<file path="src/rtl/fwd_source_pipe_pkg.sv">
// Shared widths and MEM/WB register field layout for the forwarding-source pipe.
package fwd_source_pipe_pkg;

    localparam int DEF_DBITS               = 32;
    localparam int DEF_REG_INDEX_BIT_WIDTH = 4;
    localparam int DEF_CNT_BITS            = 16;

    // Register field layout, LSB first: value | regno | wrtEn | valid | isLoad (MEM only)
    localparam int VALUE_LSB = 0;

    function automatic int regnoLsb(input int dbits);
        return dbits;
    endfunction

    function automatic int wrtEnBit(input int dbits, input int rbits);
        return dbits + rbits;
    endfunction

    function automatic int validBit(input int dbits, input int rbits);
        return dbits + rbits + 1;
    endfunction

    function automatic int isLoadBit(input int dbits, input int rbits);
        return dbits + rbits + 2;
    endfunction

    function automatic int wbRegWidth(input int dbits, input int rbits);
        return dbits + rbits + 2;
    endfunction

    function automatic int memRegWidth(input int dbits, input int rbits);
        return dbits + rbits + 3;
    endfunction

    // How the pipe registers advance on the next edge
    typedef enum logic [1:0] {
        ADV_NORMAL = 2'd0,
        ADV_HOLD   = 2'd1,
        ADV_BUBBLE = 2'd2
    } advMode_t;

endpackage

</file>
<file path="src/rtl/fwd_source_pipe_if.sv">
// EX-stage inputs, memory read data, pipe control and forwarding/regfile outputs.
interface fwd_source_pipe_if
    import fwd_source_pipe_pkg::*;
#(
    parameter int DBITS               = DEF_DBITS,
    parameter int REG_INDEX_BIT_WIDTH = DEF_REG_INDEX_BIT_WIDTH,
    parameter int CNT_BITS            = DEF_CNT_BITS
);
    logic                           exValid;
    logic [DBITS-1:0]               exResult;
    logic [REG_INDEX_BIT_WIDTH-1:0] exDestRegno;
    logic                           exWrtEn;
    logic                           exIsLoad;
    logic [REG_INDEX_BIT_WIDTH-1:0] exRegno1;
    logic [REG_INDEX_BIT_WIDTH-1:0] exRegno2;
    logic [DBITS-1:0]               memRdData;
    logic                           extStall;
    logic                           flush;

    logic [DBITS-1:0]               memFwdValue;
    logic [REG_INDEX_BIT_WIDTH-1:0] memFwdRegno;
    logic                           memFwdWrtEn;
    logic [DBITS-1:0]               wbFwdValue;
    logic [REG_INDEX_BIT_WIDTH-1:0] wbFwdRegno;
    logic                           wbFwdWrtEn;
    logic                           rfWrtEn;
    logic [REG_INDEX_BIT_WIDTH-1:0] rfWrtIndex;
    logic [DBITS-1:0]               rfWrtData;
    logic                           loadUseStall;
    logic [CNT_BITS-1:0]            stallCount;

    modport master (
        output exValid, exResult, exDestRegno, exWrtEn, exIsLoad, exRegno1, exRegno2,
        output memRdData, extStall, flush,
        input  memFwdValue, memFwdRegno, memFwdWrtEn,
        input  wbFwdValue, wbFwdRegno, wbFwdWrtEn,
        input  rfWrtEn, rfWrtIndex, rfWrtData, loadUseStall, stallCount
    );

    modport slave (
        input  exValid, exResult, exDestRegno, exWrtEn, exIsLoad, exRegno1, exRegno2,
        input  memRdData, extStall, flush,
        output memFwdValue, memFwdRegno, memFwdWrtEn,
        output wbFwdValue, wbFwdRegno, wbFwdWrtEn,
        output rfWrtEn, rfWrtIndex, rfWrtData, loadUseStall, stallCount
    );

endinterface

</file>
<file path="src/rtl/fwd_source_pipe_pipe_reg.sv">
// Pipeline register with hold and bubble insertion; serves as both MEM and WB stage.
module fwd_source_pipe_pipe_reg #(
    parameter int WIDTH = 8
) (
    input  logic             clk,
    input  logic             reset,
    input  logic             hold,
    input  logic             bubble,
    input  logic [WIDTH-1:0] d,
    output logic [WIDTH-1:0] q
);

    // Reset beats hold; a bubble clears every field so nothing stale is forwarded
    always_ff @(posedge clk) begin
        if (reset) begin
            q <= '0;
        end else if (!hold) begin
            q <= bubble ? '0 : d;
        end
    end

endmodule

</file>
<file path="src/rtl/fwd_source_pipe.sv">
// MEM/WB forwarding-source pipe: load-use hazard detection, stall counting and regfile write port.
module fwd_source_pipe
    import fwd_source_pipe_pkg::*;
#(
    parameter int DBITS               = DEF_DBITS,
    parameter int REG_INDEX_BIT_WIDTH = DEF_REG_INDEX_BIT_WIDTH,
    parameter int CNT_BITS            = DEF_CNT_BITS
) (
    input logic               clk,
    input logic               reset,
    fwd_source_pipe_if.slave  pipe
);

    localparam int RB         = REG_INDEX_BIT_WIDTH;
    localparam int MEMW       = memRegWidth(DBITS, RB);
    localparam int WBW        = wbRegWidth(DBITS, RB);
    localparam int REGNO_LSB  = regnoLsb(DBITS);
    localparam int WRTEN_BIT  = wrtEnBit(DBITS, RB);
    localparam int VALID_BIT  = validBit(DBITS, RB);
    localparam int ISLOAD_BIT = isLoadBit(DBITS, RB);

    logic [MEMW-1:0]     memD, memQ;
    logic [WBW-1:0]      wbD, wbQ;
    logic                memValid, memWrtEn, memIsLoad;
    logic [DBITS-1:0]    memValue;
    logic [RB-1:0]       memRegno;
    logic                wbValid, wbWrtEn;
    logic [DBITS-1:0]    wbValue;
    logic [RB-1:0]       wbRegno;
    logic                loadUseStall;
    logic                regHold, memBubble;
    advMode_t            advMode;
    logic [CNT_BITS-1:0] stallCount;

    assign memValue  = memQ[VALUE_LSB +: DBITS];
    assign memRegno  = memQ[REGNO_LSB +: RB];
    assign memWrtEn  = memQ[WRTEN_BIT];
    assign memValid  = memQ[VALID_BIT];
    assign memIsLoad = memQ[ISLOAD_BIT];

    assign wbValue   = wbQ[VALUE_LSB +: DBITS];
    assign wbRegno   = wbQ[REGNO_LSB +: RB];
    assign wbWrtEn   = wbQ[WRTEN_BIT];
    assign wbValid   = wbQ[VALID_BIT];

    // Every register, including index 0, is a real destination and can create a hazard
    assign loadUseStall = memValid & memWrtEn & memIsLoad & pipe.exValid
                        & ((memRegno == pipe.exRegno1) | (memRegno == pipe.exRegno2));

    // Advance priority: freeze, then bubble (load-use or flush share a single bubble), else flow
    always_comb begin
        advMode = ADV_NORMAL;
        if (pipe.extStall) begin
            advMode = ADV_HOLD;
        end else if (loadUseStall || pipe.flush) begin
            advMode = ADV_BUBBLE;
        end
    end

    assign regHold   = (advMode == ADV_HOLD);
    assign memBubble = (advMode == ADV_BUBBLE);

    // Pack the EX instruction into the MEM register layout
    always_comb begin
        memD = '0;
        memD[VALUE_LSB +: DBITS] = pipe.exResult;
        memD[REGNO_LSB +: RB]    = pipe.exDestRegno;
        memD[WRTEN_BIT]          = pipe.exWrtEn;
        memD[VALID_BIT]          = pipe.exValid;
        memD[ISLOAD_BIT]         = pipe.exIsLoad;
    end

    // WB takes MEM, swapping in memory read data for loads
    always_comb begin
        wbD = '0;
        wbD[VALUE_LSB +: DBITS] = memIsLoad ? pipe.memRdData : memValue;
        wbD[REGNO_LSB +: RB]    = memRegno;
        wbD[WRTEN_BIT]          = memWrtEn;
        wbD[VALID_BIT]          = memValid;
    end

    fwd_source_pipe_pipe_reg #(.WIDTH(MEMW)) uMemReg (
        .clk    (clk),
        .reset  (reset),
        .hold   (regHold),
        .bubble (memBubble),
        .d      (memD),
        .q      (memQ)
    );

    fwd_source_pipe_pipe_reg #(.WIDTH(WBW)) uWbReg (
        .clk    (clk),
        .reset  (reset),
        .hold   (regHold),
        .bubble (1'b0),
        .d      (wbD),
        .q      (wbQ)
    );

    // Saturating count of load-use stall cycles; frozen along with the pipe
    always_ff @(posedge clk) begin
        if (reset) begin
            stallCount <= '0;
        end else if (!regHold && loadUseStall && (stallCount != '1)) begin
            stallCount <= stallCount + CNT_BITS'(1);
        end
    end

    assign pipe.memFwdValue  = memValue;
    assign pipe.memFwdRegno  = memRegno;
    assign pipe.memFwdWrtEn  = memValid & memWrtEn & ~memIsLoad;
    assign pipe.wbFwdValue   = wbValue;
    assign pipe.wbFwdRegno   = wbRegno;
    assign pipe.wbFwdWrtEn   = wbValid & wbWrtEn;
    assign pipe.rfWrtEn      = wbValid & wbWrtEn;
    assign pipe.rfWrtIndex   = wbRegno;
    assign pipe.rfWrtData    = wbValue;
    assign pipe.loadUseStall = loadUseStall;
    assign pipe.stallCount   = stallCount;

endmodule

</file>
<file path="src/flat_wrapper.sv">
// flat-port wrapper written by rule: the top's interface ports become plain ports
module fwd_source_pipe_flat import fwd_source_pipe_pkg::*;
#(
    parameter int DBITS               = DEF_DBITS,
    parameter int REG_INDEX_BIT_WIDTH = DEF_REG_INDEX_BIT_WIDTH,
    parameter int CNT_BITS            = DEF_CNT_BITS
)
  (clk, reset, pipe_exValid, pipe_exResult, pipe_exDestRegno, pipe_exWrtEn, pipe_exIsLoad, pipe_exRegno1, pipe_exRegno2, pipe_memRdData, pipe_extStall, pipe_flush, pipe_memFwdValue, pipe_memFwdRegno, pipe_memFwdWrtEn, pipe_wbFwdValue, pipe_wbFwdRegno, pipe_wbFwdWrtEn, pipe_rfWrtEn, pipe_rfWrtIndex, pipe_rfWrtData, pipe_loadUseStall, pipe_stallCount);
  fwd_source_pipe_if #(.DBITS(DBITS), .REG_INDEX_BIT_WIDTH(REG_INDEX_BIT_WIDTH), .CNT_BITS(CNT_BITS)) pipe_i ();
  input logic clk;
  input logic reset;
  input wire logic [$bits(pipe_i.exValid)-1:0] pipe_exValid;
  input wire logic [$bits(pipe_i.exResult)-1:0] pipe_exResult;
  input wire logic [$bits(pipe_i.exDestRegno)-1:0] pipe_exDestRegno;
  input wire logic [$bits(pipe_i.exWrtEn)-1:0] pipe_exWrtEn;
  input wire logic [$bits(pipe_i.exIsLoad)-1:0] pipe_exIsLoad;
  input wire logic [$bits(pipe_i.exRegno1)-1:0] pipe_exRegno1;
  input wire logic [$bits(pipe_i.exRegno2)-1:0] pipe_exRegno2;
  input wire logic [$bits(pipe_i.memRdData)-1:0] pipe_memRdData;
  input wire logic [$bits(pipe_i.extStall)-1:0] pipe_extStall;
  input wire logic [$bits(pipe_i.flush)-1:0] pipe_flush;
  output wire logic [$bits(pipe_i.memFwdValue)-1:0] pipe_memFwdValue;
  output wire logic [$bits(pipe_i.memFwdRegno)-1:0] pipe_memFwdRegno;
  output wire logic [$bits(pipe_i.memFwdWrtEn)-1:0] pipe_memFwdWrtEn;
  output wire logic [$bits(pipe_i.wbFwdValue)-1:0] pipe_wbFwdValue;
  output wire logic [$bits(pipe_i.wbFwdRegno)-1:0] pipe_wbFwdRegno;
  output wire logic [$bits(pipe_i.wbFwdWrtEn)-1:0] pipe_wbFwdWrtEn;
  output wire logic [$bits(pipe_i.rfWrtEn)-1:0] pipe_rfWrtEn;
  output wire logic [$bits(pipe_i.rfWrtIndex)-1:0] pipe_rfWrtIndex;
  output wire logic [$bits(pipe_i.rfWrtData)-1:0] pipe_rfWrtData;
  output wire logic [$bits(pipe_i.loadUseStall)-1:0] pipe_loadUseStall;
  output wire logic [$bits(pipe_i.stallCount)-1:0] pipe_stallCount;
  assign pipe_i.exValid = pipe_exValid;
  assign pipe_i.exResult = pipe_exResult;
  assign pipe_i.exDestRegno = pipe_exDestRegno;
  assign pipe_i.exWrtEn = pipe_exWrtEn;
  assign pipe_i.exIsLoad = pipe_exIsLoad;
  assign pipe_i.exRegno1 = pipe_exRegno1;
  assign pipe_i.exRegno2 = pipe_exRegno2;
  assign pipe_i.memRdData = pipe_memRdData;
  assign pipe_i.extStall = pipe_extStall;
  assign pipe_i.flush = pipe_flush;
  assign pipe_memFwdValue = pipe_i.memFwdValue;
  assign pipe_memFwdRegno = pipe_i.memFwdRegno;
  assign pipe_memFwdWrtEn = pipe_i.memFwdWrtEn;
  assign pipe_wbFwdValue = pipe_i.wbFwdValue;
  assign pipe_wbFwdRegno = pipe_i.wbFwdRegno;
  assign pipe_wbFwdWrtEn = pipe_i.wbFwdWrtEn;
  assign pipe_rfWrtEn = pipe_i.rfWrtEn;
  assign pipe_rfWrtIndex = pipe_i.rfWrtIndex;
  assign pipe_rfWrtData = pipe_i.rfWrtData;
  assign pipe_loadUseStall = pipe_i.loadUseStall;
  assign pipe_stallCount = pipe_i.stallCount;
  fwd_source_pipe #(.DBITS(DBITS), .REG_INDEX_BIT_WIDTH(REG_INDEX_BIT_WIDTH), .CNT_BITS(CNT_BITS)) u_core (.clk(clk), .reset(reset), .pipe(pipe_i));
endmodule
</file>
<file path="config.mk">
export PLATFORM = sky130hd
export DESIGN_NAME = fwd_source_pipe_flat
export DESIGN_NICKNAME = d
export VERILOG_FILES = /design/src/rtl/fwd_source_pipe_pkg.sv /design/src/rtl/fwd_source_pipe_if.sv /design/src/rtl/fwd_source_pipe_pipe_reg.sv /design/src/rtl/fwd_source_pipe.sv /design/src/flat_wrapper.sv
export SDC_FILE = /design/constraint.sdc
export NUM_CORES = 1
export LEC_CHECK = 0
export BUFFER_PORTS_ARGS = -buffer_cell sky130_fd_sc_hd__buf_4
export CORE_ASPECT_RATIO = 1.2
export CORE_MARGIN = 3
export CORE_UTILIZATION = 45
export DETAILED_ROUTE_END_ITERATION = 7
export GPL_TIMING_DRIVEN = 1
export PLACE_DENSITY = 0.76
export SLEW_MARGIN = 20
export SYNTH_ARGS = -nofsm -noshare
export SYNTH_HDL_FRONTEND = slang
export SYNTH_SLANG_ARGS = --single-unit
</file>
<file path="constraint.sdc">
create_clock -name clk -period 6.2 [get_ports clk]
set_clock_uncertainty 0.05 [all_clocks]
set_input_delay 0.93 -clock clk [delete_from_list [all_inputs] [get_ports clk]]
set_output_delay 0.93 -clock clk [all_outputs]
set_load 0.01 [all_outputs]
</file>
[Word-level counts from Yosys, hierarchy flattened]
Cells that the tools add are included.
Word-level totals
  flip-flop bits (word level): 93
  bits of input ports: 83
  output and inout port bits: 128
  word-level logic and storage cells: 25
Operators by class
  add/subtract/negate cells: 1
  equal/unequal tests: 5
  muxes and demuxes: 4
  bitwise gates (word level): 8
  reduce and logical (&&, ||, !) cells: 4
Operators with widths (count)
  two-way mux 39 bit: 1
  two-way mux 32 bit: 1
  adder 16 x 1 -> 16 bit, second input constant: 1
  != test 16 bit, second input constant: 1
  equality test 4 bit: 2
  bitwise AND 1 bit: 6
  two-way mux 2 bit: 2
  equality test 2 x 1 -> 1 bit, second input constant: 1
  equality test 2 bit, second input constant: 1
  logical AND 1 bit: 2
  zero test 1 bit: 1
  logical OR 1 bit: 1
  inverter 1 bit: 1
  bitwise OR 1 bit: 1

[Longest topological paths before layout]
  depth after elaboration: 11
  depth in mapped cells: 9
  gate-level depth less buffers: 6

[Modules after synthesis]
From an unflattened synthesis, not the netlist that was laid out.
Second synthesis, totals
  cells, all modules: 537
  area, all modules: 4998.5 um^2
By module, submodules not included
  fwd_source_pipe_pipe_reg at u_core.uWbReg: times used 1, cells each 169, area each 1696.6 um^2
  fwd_source_pipe: times used 1, cells each 195, area each 1660.3 um^2
  fwd_source_pipe_pipe_reg at u_core.uMemReg: times used 1, cells each 173, area each 1641.6 um^2

[Worst setup path after synthesis]
No wires, ideal clock.
  kind: input to output
  start: in pipe_exRegno1[1]
  end: out pipe_loadUseStall
  arrival: 1.623 ns
  data required time: 5.220 ns
  path slack: 3.597 ns
  stages: 4
  path through: xor2_1 -> nor4_2 -> o21ai_2 -> inv_2
On the way
  longest elaborated chain between the ends: 3
Ends and longest elaborated chain
  start, declared: line flat_wrapper.sv:17  | input wire logic [$bits(pipe_i.exRegno1)-1:0] pipe_exRegno1;
  equality test 4 bit: line fwd_source_pipe.sv:48  | & ((memRegno == pipe.exRegno1) | (memRegno == pipe.exRegno2));
  bitwise OR 1 bit: line fwd_source_pipe.sv:48
  bitwise AND 1 bit: line fwd_source_pipe.sv:48
  end, declared: line flat_wrapper.sv:31  | output wire logic [$bits(pipe_i.loadUseStall)-1:0] pipe_loadUseStall;
Every way passes these cells.

[Worst setup path in the final report]
  start: in pipe_exRegno2[2]
  end: out pipe_loadUseStall
On the way
  longest elaborated chain between the ends: 3
Ends and longest elaborated chain
  start, declared: line flat_wrapper.sv:18  | input wire logic [$bits(pipe_i.exRegno2)-1:0] pipe_exRegno2;
  equality test 4 bit: line fwd_source_pipe.sv:48
  bitwise OR 1 bit: line fwd_source_pipe.sv:48
  bitwise AND 1 bit: line fwd_source_pipe.sv:48
Every way passes these cells.

==> run metrics <==
CTS tree yes; Cell Count, Final, Fillers Out 723; Core Region around 9800 um^2; fmax roughly 300 MHz; Root Buffer clkbuf_16; DR iter-0 viols 124; GR Util All Layers 0.194; antenna viol nets, final 0; worst path arrival time ~2400 ps; initial antenna violation count 0; Rel. slew slack 0.327; ys async rst share 0; CTS resizes 0; clk_lat worst skew roughly 340 ps; post-DR vias/cell approximately 5.3; Setup TNS 0 ps; grt ovf 0; cts hold-fix bufs 0; share of cells above drive strength 1 0.400; WL/cell between 15 and 20 um; Final Max Tran Viols 0; vias in the first global route between 3000 and 4000; Syn Nets 598; CP endpoint kind primary output; placed insts approximately 700; Die X between 90 and 100 um; #FFs+latches synth a little over 90; Yosys cell types 31; max_cap viols 0; number of setup violations in the final report 0; die area 11500 um^2; Slew @ Worst Pin around 1000 ps; Nets ~700; RSZ-0062 raised after global routing false; Final Cycle Share 0.541; final hold violations 0; Post-Synthesis Cells 514; Total Power between 1 and 1.5 mW; TritonCTS Buffers 9; Synth-to-Final Area Change 24.0%; DP Worst Slack 2870 ps; pwr dens around 240 nW/um^2; final instance area ~5700 um^2; required time of the critical path between 5000 and 6000 ps; Post-CTS Setup Inserts 0; Starting Density 0.474; Setup CP Type in -> out; Pre-antenna DRT Iters 7; Main synth FF type dfxtp_1; sequential area share after synthesis 0.402; first-pass GRT wire length 18000 um; pin count of the biggest net entering global routing 76; Worst VDD drop between 0.00015 and 0.0002 V; post-layout util 0.588; worst setup margin between 2000 and 3000 ps; GP Congestion around 0.85; Clock Pin Slew Worst Setup and Hold Paths around 60 ps; Mapped Avg Cell Area approximately 9.0 um^2; r2r setup slk ~3600 ps; status completed; HPWL after detailed placement ~8300 um; Yosys warning count 0; IO Count roughly 210; WL final between 10000 and 15000 um; WHS ~450 ps; DRC 0; CTS max path bufs 2; Die Span Y 117 um; leakage power around 2.6 nW; Cell Rows 39; Mapped Area 4630 um^2; antenna cell count 0; Clock Sinks 93; vias post-DR 3800; startpoint types primary input; Clock H-tree levels 3; minimum clock period between 3000 and 4000 ps; EDFF count, synth 0; crit path max fanout 26; Hold WC Path Type reg -> reg; Post-DP Area 5410 um^2; I/O Buffers 210
[metal layers]
metal / global-route usage / vias to the layer above / part of all wire
met5: 0 / - / 0
met4: 0.0938 / 0 / 0.024
met3: 0.0462 / 21 / 0.080
met2: 0.343 / 162 / 0.50
met1: 0.220 / 1801 / 0.39
li1: - / 1816 / -
[cells in the final DEF, fill, tap and decap left out]
master,count
o21ai_2,1
or2_2,2
buf_4,211
a21oi_1,41
clkinv_4,1
clkbuf_16,9
mux2_2,6
or4_1,7
nor2b_4,1
xor2_1,8
or3_1,1
bufinv_16,2
nor3_1,2
nand2_1,9
nand4_1,4
nor4_2,2
dfxtp_1,92
o31ai_1,8
nor4_1,7
a22o_1,39
inv_1,2
inv_2,1
clkbuf_8,2
clkbuf_1,1
o21ai_0,3
nor4_4,1
nand3_1,7
nand3b_1,1
nor2b_1,6
dfxtp_4,1
nor2_1,82
mux2i_1,38
and2_1,1
ha_1,1
[state kept, by name, summed over array words and instances, names as in the netlist]
signal                  count
u_core.uMemReg.q           39
u_core.pipe.stallCount     16
u_core.uWbReg.q            38
[cell families (layout without fill, tap and decap cells)]
kind of cell / count (synthesis) / count (layout) / share of synthesized area
AND/OR/NAND/NOR: 133 / 133 / 0.136
multiplexers: 44 / 44 / 0.0968
XOR/XNOR: 8 / 8 / 0.0151
buffers and inverters: 143 / 229 / 0.210
AO/OA/AOI/OAI: 92 / 92 / 0.136
flip-flops: 93 / 93 / 0.402
adder cells (fa/ha/maj): 1 / 1 / 0.00270
[cell type report]
class | instances | area, um^2
Clock inverter | 3 | 68.8
Clock buffer | 12 | 256
Timing Repair Buffer | 211 | 1580
Fill cell | 873 | 4020
Multi-Input combinational cell | 278 | 1800
Sequential cell | 93 | 1870
Inverter | 3 | 11.3
Tap cell | 123 | 154
[worst max-delay path, cell delays in order]
cell and delay (ps):
buf_4 110, xor2_1 200, nor4_2 70, o21ai_2 730, inv_2 130, buf_4 190
[report_power, final]
group,internal (mW),switching [mW]
clock network,0.374,0.215
registers,0.614,0.0205
logic,0.0838,0.0664
[worst paths after layout]
| check | startpoint | endpoint | cells after the start |
|---|---|---|---|
| setup / recovery | pipe_exRegno2[2] | pipe_loadUseStall | 6 |
| hold / removal | u_core.uWbReg.q[37]$_SDFFE_PP0P_ | u_core.uWbReg.q[37]$_SDFFE_PP0P_ | 2 |
| setup reg to reg | u_core.uMemReg.q[32]$_SDFFE_PP0P_ | u_core.uMemReg.q[26]$_SDFFE_PP0P_ | 7 |
| hold reg to reg | u_core.uWbReg.q[37]$_SDFFE_PP0P_ | u_core.uWbReg.q[37]$_SDFFE_PP0P_ | 2 |
[cells in the mapped netlist (all sizes together), types with 3 or more instances]
master	n	area [um^2]
a21oi	41	205
a22o	39	342
buf	127	913
clkbuf	13	48.8
dfxtp	93	1860
inv	3	11.3
mux2	6	67.6
mux2i	38	380
nand2	9	33.8
nand3	7	35.0
nand4	4	25.0
nor2	82	308
nor2b	7	43.8
nor4	10	90.1
o21ai	4	23.8
o31ai	8	60.1
or4	7	52.6
xor2	8	70.1
Note: power is estimated with default switching activity, not from simulation.
